<file path="config.mk">
export PLATFORM = sky130hd
export DESIGN_NAME = image_window_fetch
export DESIGN_NICKNAME = d
export VERILOG_FILES = /design/src/rtl/image_window_fetch.sv
export SDC_FILE = /design/constraint.sdc
export NUM_CORES = 1
export LEC_CHECK = 0
export ABC_AREA = 1
export BUFFER_PORTS_ARGS = -buffer_cell sky130_fd_sc_hd__buf_2
export CELL_PAD_IN_SITES_DETAIL_PLACEMENT = 1
export CELL_PAD_IN_SITES_GLOBAL_PLACEMENT = 2
export CORE_MARGIN = 5
export CORE_UTILIZATION = 34
export DETAILED_ROUTE_END_ITERATION = 10
export PLACE_DENSITY_LB_ADDON = 0.1
export SLEW_MARGIN = 15
export SYNTH_ARGS = -nofsm -noshare
export SYNTH_HDL_FRONTEND = slang
export SYNTH_SLANG_ARGS = --single-unit
</file>
<file path="constraint.sdc">
create_clock -name i_clk -period 2.5 [get_ports i_clk]
set_input_delay 0.375 -clock i_clk [delete_from_list [all_inputs] [get_ports i_clk]]
set_output_delay 0.375 -clock i_clk [all_outputs]
set_load 0.1 [all_outputs]
</file>
<file path="src/rtl/image_window_fetch.sv">
// ---------------------------------------------------------------------------
// image_window_fetch
//
// Purpose:
//   Reads the image SRAM and hands KxK windows to the conv engine. After a
//   start pulse it visits every window origin of every channel (stride 1, no
//   padding). The scan order is channel outermost, then row, then column.
//   For each window it issues K*K single-cycle reads in row-major order
//   (ky outer, kx inner). It then presents the assembled window on a
//   valid/ready handshake. This block only ever reads the SRAM.
//
// Ports:
//   i_clk, i_rst_n      clock (rising edge), asynchronous active-low reset
//   i_start             1-cycle scan request, only honoured while idle
//   o_busy              high from the cycle after start until the done pulse
//   o_done              1-cycle pulse after the final window is accepted
//   o_sram_cs/rd/we     SRAM strobes (we is tied low)
//   o_sram_addr_x/y/c   SRAM pixel column / row / channel
//   i_sram_dout         SRAM read data, valid one cycle after the read cycle
//   o_win_valid         window available
//   i_win_ready         consumer accepts the window when valid && ready
//   o_win_data          byte (ky*K+kx) = pixel(ox+kx, oy+ky, c)
//   o_win_x/y/c         window origin column, row and channel
//   o_win_last          marks the final window of the scan
// ---------------------------------------------------------------------------
module image_window_fetch #(
  parameter int XPIX   = 28,
  parameter int YPIX   = 28,
  parameter int CHANS  = 1,
  parameter int K      = 3,
  parameter int ADDR_W = 5,
  parameter int CH_W   = 1
) (
  input  logic               i_clk,
  input  logic               i_rst_n,
  input  logic               i_start,
  output logic               o_busy,
  output logic               o_done,
  output logic               o_sram_cs,
  output logic               o_sram_rd,
  output logic               o_sram_we,
  output logic [ADDR_W-1:0]  o_sram_addr_x,
  output logic [ADDR_W-1:0]  o_sram_addr_y,
  output logic [CH_W-1:0]    o_sram_addr_c,
  input  logic [7:0]         i_sram_dout,
  output logic               o_win_valid,
  input  logic               i_win_ready,
  output logic [8*K*K-1:0]   o_win_data,
  output logic [ADDR_W-1:0]  o_win_x,
  output logic [ADDR_W-1:0]  o_win_y,
  output logic [CH_W-1:0]    o_win_c,
  output logic               o_win_last
);

  localparam int NPIX  = K * K;
  localparam int IDX_W = (NPIX > 1) ? $clog2(NPIX) : 1;

  localparam logic [ADDR_W-1:0] OX_MAX  = ADDR_W'(XPIX - K);
  localparam logic [ADDR_W-1:0] OY_MAX  = ADDR_W'(YPIX - K);
  localparam logic [ADDR_W-1:0] KX_MAX  = ADDR_W'(K - 1);
  localparam logic [CH_W-1:0]   C_MAX   = CH_W'(CHANS - 1);
  localparam logic [IDX_W-1:0]  IDX_MAX = IDX_W'(NPIX - 1);

  typedef enum logic [2:0] {
    S_IDLE  = 3'd0,
    S_FETCH = 3'd1,
    S_DRAIN = 3'd2,
    S_OUT   = 3'd3,
    S_DONE  = 3'd4
  } state_t;

  state_t              r_state;

  // Window origin and position inside the window
  logic [ADDR_W-1:0]   r_ox;
  logic [ADDR_W-1:0]   r_oy;
  logic [CH_W-1:0]     r_c;
  logic [ADDR_W-1:0]   r_kx;
  logic [IDX_W-1:0]    r_idx;

  // Read-data capture, one cycle behind the read that produced it
  logic                r_cap_en;
  logic [IDX_W-1:0]    r_cap_idx;
  logic [7:0]          r_win [NPIX];

  // Registered outputs
  logic                r_busy;
  logic                r_done;
  logic                r_rd;
  logic [ADDR_W-1:0]   r_addr_x;
  logic [ADDR_W-1:0]   r_addr_y;
  logic [CH_W-1:0]     r_addr_c;
  logic                r_valid;
  logic                r_last;

  // Next window origin
  logic                w_ox_wrap;
  logic                w_oy_wrap;
  logic                w_is_last;
  logic [ADDR_W-1:0]   w_next_ox;
  logic [ADDR_W-1:0]   w_next_oy;
  logic [CH_W-1:0]     w_next_c;

  always_comb begin
    w_ox_wrap = (r_ox == OX_MAX);
    w_oy_wrap = (r_oy == OY_MAX);
    w_is_last = w_ox_wrap && w_oy_wrap && (r_c == C_MAX);

    w_next_ox = w_ox_wrap ? '0 : r_ox + ADDR_W'(1);
    w_next_oy = r_oy;
    w_next_c  = r_c;
    if (w_ox_wrap) begin
      w_next_oy = w_oy_wrap ? '0 : r_oy + ADDR_W'(1);
      if (w_oy_wrap) begin
        // The channel index also wraps after the final window. The origin
        // is then back at 0 for the next scan without extra logic.
        w_next_c = (r_c == C_MAX) ? '0 : r_c + CH_W'(1);
      end
    end
  end

  // Control FSM. Every output is registered here.
  always_ff @(posedge i_clk or negedge i_rst_n) begin
    if (!i_rst_n) begin
      r_state   <= S_IDLE;
      r_ox      <= '0;
      r_oy      <= '0;
      r_c       <= '0;
      r_kx      <= '0;
      r_idx     <= '0;
      r_cap_en  <= 1'b0;
      r_cap_idx <= '0;
      r_busy    <= 1'b0;
      r_done    <= 1'b0;
      r_rd      <= 1'b0;
      r_addr_x  <= '0;
      r_addr_y  <= '0;
      r_addr_c  <= '0;
      r_valid   <= 1'b0;
      r_last    <= 1'b0;
    end else begin
      r_cap_en <= 1'b0;
      case (r_state)
        S_IDLE: begin
          if (i_start) begin
            r_state  <= S_FETCH;
            r_busy   <= 1'b1;
            r_rd     <= 1'b1;
            r_ox     <= '0;
            r_oy     <= '0;
            r_c      <= '0;
            r_kx     <= '0;
            r_idx    <= '0;
            r_addr_x <= '0;
            r_addr_y <= '0;
            r_addr_c <= '0;
          end
        end

        S_FETCH: begin
          // The read issued this cycle returns data next cycle. Remember
          // which window byte it belongs to.
          r_cap_en  <= 1'b1;
          r_cap_idx <= r_idx;
          if (r_idx == IDX_MAX) begin
            r_rd    <= 1'b0;
            r_state <= S_DRAIN;
          end else begin
            r_idx <= r_idx + IDX_W'(1);
            if (r_kx == KX_MAX) begin
              r_kx     <= '0;
              r_addr_x <= r_ox;
              r_addr_y <= r_addr_y + ADDR_W'(1);
            end else begin
              r_kx     <= r_kx + ADDR_W'(1);
              r_addr_x <= r_addr_x + ADDR_W'(1);
            end
          end
        end

        S_DRAIN: begin
          r_valid <= 1'b1;
          r_last  <= w_is_last;
          r_state <= S_OUT;
        end

        S_OUT: begin
          if (i_win_ready) begin
            r_valid  <= 1'b0;
            r_last   <= 1'b0;
            r_ox     <= w_next_ox;
            r_oy     <= w_next_oy;
            r_c      <= w_next_c;
            r_kx     <= '0;
            r_idx    <= '0;
            if (w_is_last) begin
              r_state <= S_DONE;
              r_busy  <= 1'b0;
              r_done  <= 1'b1;
            end else begin
              r_state  <= S_FETCH;
              r_rd     <= 1'b1;
              r_addr_x <= w_next_ox;
              r_addr_y <= w_next_oy;
              r_addr_c <= w_next_c;
            end
          end
        end

        S_DONE: begin
          r_done  <= 1'b0;
          r_state <= S_IDLE;
        end

        default: begin
          r_state <= S_IDLE;
        end
      endcase
    end
  end

  // Window byte capture. This covers FETCH cycles 1..K*K-1 and the DRAIN
  // cycle.
  always_ff @(posedge i_clk or negedge i_rst_n) begin
    if (!i_rst_n) begin
      for (int i = 0; i < NPIX; i++) begin
        r_win[i] <= '0;
      end
    end else if (r_cap_en) begin
      r_win[r_cap_idx] <= i_sram_dout;
    end
  end

  for (genvar gi = 0; gi < NPIX; gi++) begin : g_pack
    assign o_win_data[gi*8 +: 8] = r_win[gi];
  end

  assign o_busy        = r_busy;
  assign o_done        = r_done;
  assign o_sram_cs     = r_rd;
  assign o_sram_rd     = r_rd;
  assign o_sram_we     = 1'b0;
  assign o_sram_addr_x = r_addr_x;
  assign o_sram_addr_y = r_addr_y;
  assign o_sram_addr_c = r_addr_c;
  assign o_win_valid   = r_valid;
  assign o_win_x       = r_ox;
  assign o_win_y       = r_oy;
  assign o_win_c       = r_c;
  assign o_win_last    = r_last;

endmodule
</file>
== Word-level counts from Yosys, hierarchy flattened ==
Cells that the tools add are included.
Widths: inputs -> output; s select.
Word-level totals
  register bits after elaboration: 116
  output and inout bits: 101
  memory bits (writable): 0
  input port bits: 12
  bits in latches: 0
  bits in read-only memories: 0
  memories: 0
Cells by class
  mux-type cells: 58
  bitwise gates (word level): 2
  multipliers: 0
  eq/ne operators: 15
  order comparisons: 2
  reductions and logical operators: 18
  div/mod/pow operators: 0
  add/sub/neg operators: 7
  shift operators: 0
Operators with widths (number)
  $mux 5: 17
  $bwmux 72: 1
  $pmux 5 s3: 3
  $demux 8 s4: 1
  $add 5x1->5 const B: 5
  $pmux 5 s2: 2
  $mux 1: 17
  $ne 2x2->1 const B: 7
  $mux 3: 4
  $mux 4: 3
  $pmux 1 s2: 6
  $pmux 3 s4: 1
  $pmux 4 s3: 1
  $reduce_and 4->1: 3
  $eq 5x5->1 const B: 2
  $reduce_and 5->1: 2
  $reduce_and 3->1: 3
  $mux 8: 1
  $eq 3x2->1 const B: 2
  $reduce_and 6->1: 1
  $reduce_bool 2->1: 3
  $eq 5x2->1 const B: 1
  $ge 5x5->1 const B: 1
  $lt 5x1->1 const B: 1
  other kinds (12): 14

== Depth between registers and ports, before layout ==
  depth after elaboration: 7
  gate-level depth with buffers: 11
  mapped depth without buffers: 11

== Worst setup path before layout ==
Ideal clock, no wire load.
  kind: register to register
  start point: register r_oy[0], in the netlist o_win_y[0]
  end point: register r_addr_x[0], in the netlist o_sram_addr_x[0]
  setup slack: 0.293 ns
  setup time: 0.120 ns
  cell stages (with the launch flop): 9
  arrival: 2.087 ns
  path buffers: 0
  path through: dfrtp_1 > ha_1 > nand2_1 > nor2_1 > nand4_1 > nand2_2 > inv_2 > nand2_1 > nand2_1
On the way
  longest elaborated chain between the ends: 5
RTL lines
  start, declared: line 76  | logic [ADDR_W-1:0] r_oy;
  start signal, assigned: line 192  | r_oy <= w_next_oy;
  $eq 5x5->1: line 106  | w_oy_wrap = (r_oy == OY_MAX);
  $logic_and 1x1->1 (2 in series): line 107  | w_is_last = w_ox_wrap && w_oy_wrap && (r_c == C_MAX);
  $ne 2x2->1 (no source line)
  $reduce_and 5->1 (no source line)
  end signal, assigned: line 172  | r_addr_x <= r_ox;
  end signal, assigned: line 176  | r_addr_x <= r_addr_x + ADDR_W'(1);
  end signal, assigned: line 203  | r_addr_x <= w_next_ox;
  end, declared: line 90  | logic [ADDR_W-1:0] r_addr_x;
Every way passes these cells.
A chain may end at the register's enable or synchronous reset.

== Worst setup path after layout ==
  start point: register r_ox[0], in the netlist o_win_x[0]
  end point: register r_addr_x[3], in the netlist o_sram_addr_x[3]
On the way
  longest elaborated chain between the ends: 5
  elaborated cells between the ends (all ways): 10
RTL lines
  start, declared: line 75  | logic [ADDR_W-1:0] r_ox;
  start signal, assigned: line 191  | r_ox <= w_next_ox;
  $add 5x1->5 or $eq 5x5->1 (tied branches): line 109, 105
  $mux 5 or $logic_and 1x1->1 (tied branches): line 109, 107
  $mux 5 or $logic_and 1x1->1 (tied branches): line 196, 107
  $mux 5 or $ne 2x2->1 (tied branches)
  $pmux 5 s3 or $reduce_and 5->1 (tied branches)
Parallel ways exist; a longest one is shown, timed or not. The select of a mux whose other input is x is not followed.

==> flow_summary.toml <==
[setup_path]
worst_setup_path_end_kind = "flop"
timing.critical_path.slowest_stage_cell = "sky130_fd_sc_hd__dfrtp_1"
r2r_path_start = "o_win_x[0]"
worst_path_most_repeated_cell = "sky130_fd_sc_hd__nand2_1"
startpoint = "o_win_x[0]"
reg2regPathDepth = 9
worstSetupPathType = "reg2reg"
start_kind = "flop"
worst-path-max-fanout = 12
timing.critical_path.cells = "ha_1 > nand2_1 > nor2_1 > buf_4 > nand4_1 > nand2_2 > inv_2 > nand2_1 > nand2_1"
reg2reg_to = "o_sram_addr_x[3]"
r2r_slack_ns = 0.54
critical_path_required_ns = 2.80
crit_path_max_incr_delay_ns = 0.46
crit_arrival_ns = 2.27

[final_layout]
final_util = 0.441
area_growth_syn_to_layout_pct = 26.5
multi_input_area_um2 = 1940
seqCellArea_um2 = 2900
post_layout_nonfiller_instances = 898
n_antenna_cell = 0
nets_finish = 723
post_route_cells_drive_above_1_share = 0.237
fillers = 1750

[die]
chip_width_um = 132
top_level_ports = 113
placeableCoreArea_um2 = 14600
initial_utilization = 0.348
die_y_um = 132
die-area_um2 = 17600
std_cell_rows = 44

[clock_network]
clock_sinks = 116
cts_inserted_buffers = 17
post_cts_buffers = 0
number_of_hold_repair_buffers_added_at_the_cts_stage = 1
cts_tree = "yes"
cts_buffer_depth = 2
clkLatencyLatePin_ns = 0.42
clock-root-buffer = "sky130_fd_sc_hd__clkbuf_16"
cts_resized = 0
cts.clk_slew.worst_paths_ns = 0.05
ctsHtreeMaxLevel = 4

[synth]
synth.yosys.warnings = 0
synth_area_leaders = "sky130_fd_sc_hd__dfrtp_1 (57%), sky130_fd_sc_hd__nand2_1 (13%), sky130_fd_sc_hd__o21ai_0 (9.2%)"
yosys_register_bits = 116
syn_area_per_cell_um2 = 8.76
yosys.area.top_type_share = 0.569
synth.distinct_cells = 31
synthCells = 582
postSynthNetCount = 604
synthesized_cell_area_um2 = 5100
synth_flop_cell = "sky130_fd_sc_hd__dfrtp_1"
seq_area_frac_synth = 0.569
synth_enable_flop_cells = 0
asyncSetResetFlopFracSynth = 1.00
synthMostInstantiatedCell = "sky130_fd_sc_hd__nand2_1"
synth.largest_area_cell = "sky130_fd_sc_hd__dfrtp_1"
netlist_top_cells_count = "sky130_fd_sc_hd__nand2_1 (178), sky130_fd_sc_hd__dfrtp_1 (116), sky130_fd_sc_hd__o21ai_0 (94), sky130_fd_sc_hd__inv_1 (40), sky130_fd_sc_hd__nor2_1 (39)"

[sta]
clock.fmax_mhz = 509
hold_violations = 0
setup_violations = 0
min_period_ns = 1.96
worst_slew_pin_tran_ns = 0.794
finalSetupTns_ns = 0
max_slew_margin = 0.467
finalCritPeriodShare = 0.786
finalClockSkew_ns = 0.00975
rsz0062_at_grt = "false"
maxSlewViolCount = 0

[global_routing]
vias_in_the_first_global_route = 4623
met2_resource_use_gr = 0.307
global_route_met1_utilization = 0.217
grt.busiest_layer = "met2"
grt-ovfl-total = 0
grt_first_pass_wirelength_um = 24700
antenna_found_initial = 0
grt.met3_usage = 0.0494
grt_max_degree = 46
grt_use_total = 0.178

[run_status]
status = "finished clean"

[route]
post_drt_via_cell_ratio = 4.87
detailedRoute.firstPassIterationCount = 4
dr_total_vias = 4369
routedWlPerCell_um = 16.6
first_iter_violations = 186
route.antenna.remaining_nets = 0
remaining_drc_errors = 0
wirelength_um = 14900

[min_path]
worst_hold_startpoint = "i_win_ready"
worstHoldPathCells = 3
min_delay_worst_endpoint = "r_state[2]"
worst_hold_path_type = "in2reg"

[place]
io_buffers = 111
post-dp-hpwl_um = 10800
routability_congestion_estimate_from_global_placement = 0.785
dpl.cell_count = 865

[flow_run]
max_cap_viol_count = 0
==> layout make-up <==
type                       count  share of cell area
multi-input combinational    403               0.300
timing repair buffer         118              0.0970
clock buffer                  20              0.0708
clock inverter                12              0.0202
inverter                      45              0.0266
sequential                   116               0.450
tap                          184              0.0357
==> worst max path at each step <==
stage                       endpoint  cells after the start
floorplan           o_sram_addr_x[0]                      8
finish              o_sram_addr_x[3]                      9
global route        o_sram_addr_y[0]                      8
detailed placement  o_sram_addr_x[3]                      9
CTS                 o_sram_addr_x[3]                      9
global placement    o_sram_addr_x[4]                      9
==> metal layers <==
metal / wire [um] / part of all wire
met1: 6670 / 0.45
met2: 7430 / 0.50
met3: 614 / 0.041
met4: 167 / 0.011
met5: 0 / 0
==> worst max-delay path, delay by kind of cell, from the launching register on <==
family | cells | cell delay (ns)
adder cells (fa/ha/maj) | 1 | 0.20
flip-flops | 1 | 0.46
buffers and inverters | 2 | 0.28
AND/OR/NAND/NOR | 6 | 0.90
==> stage by stage <==
step	setup slack, ns	area [um^2]	hold WS [ns]
floorplan	0.293	5100	0.0794
global placement	0.633	5860	0.313
detailed placement	0.562	5860	0.314
CTS	0.536	6450	0.232
global route	0.320	6450	0.300
finish	0.535	6450	0.240
==> flip-flops by register name, indices dropped and copies added, names as in the netlist, 3 cells and up <==
signal / count
r_idx: 4
o_sram_addr_y: 5
o_sram_addr_x: 5
o_win_data: 72
o_win_x: 5
o_win_y: 5
r_state: 3
r_kx: 5
r_cap_idx: 4
==> cell families (layout without fill, tap and decap cells) <==
| family | count (synthesis) | in the layout | synth area share |
|---|---|---|---|
| AO/OA/AOI/OAI | 120 | 120 | 0.125 |
| XOR/XNOR | 7 | 7 | 0.0120 |
| adder cells (fa/ha/maj) | 10 | 10 | 0.0245 |
| buffers and inverters | 63 | 195 | 0.0515 |
| flip-flops | 116 | 116 | 0.569 |
| other | 1 | 1 | 0.000735 |
| AND/OR/NAND/NOR | 265 | 265 | 0.217 |
==> layout by cell type (no fill, tap or decap), drive strengths merged, types with 4 or more instances in the layout <==
cell	synthesis	final
nand2	181	181
buf	8	117
dfrtp	116	116
o21ai	102	102
inv	45	46
nor2	42	42
nand3	33	33
clkbuf	10	20
a21oi	16	16
ha	10	10
xor2	5	5
clkinvlp	0	5
nand4	4	4
clkinv	0	4
Power is left out: the tool's default activity adds up to more than one toggle a clock period on the data nets, which glitch-free logic cannot reach.
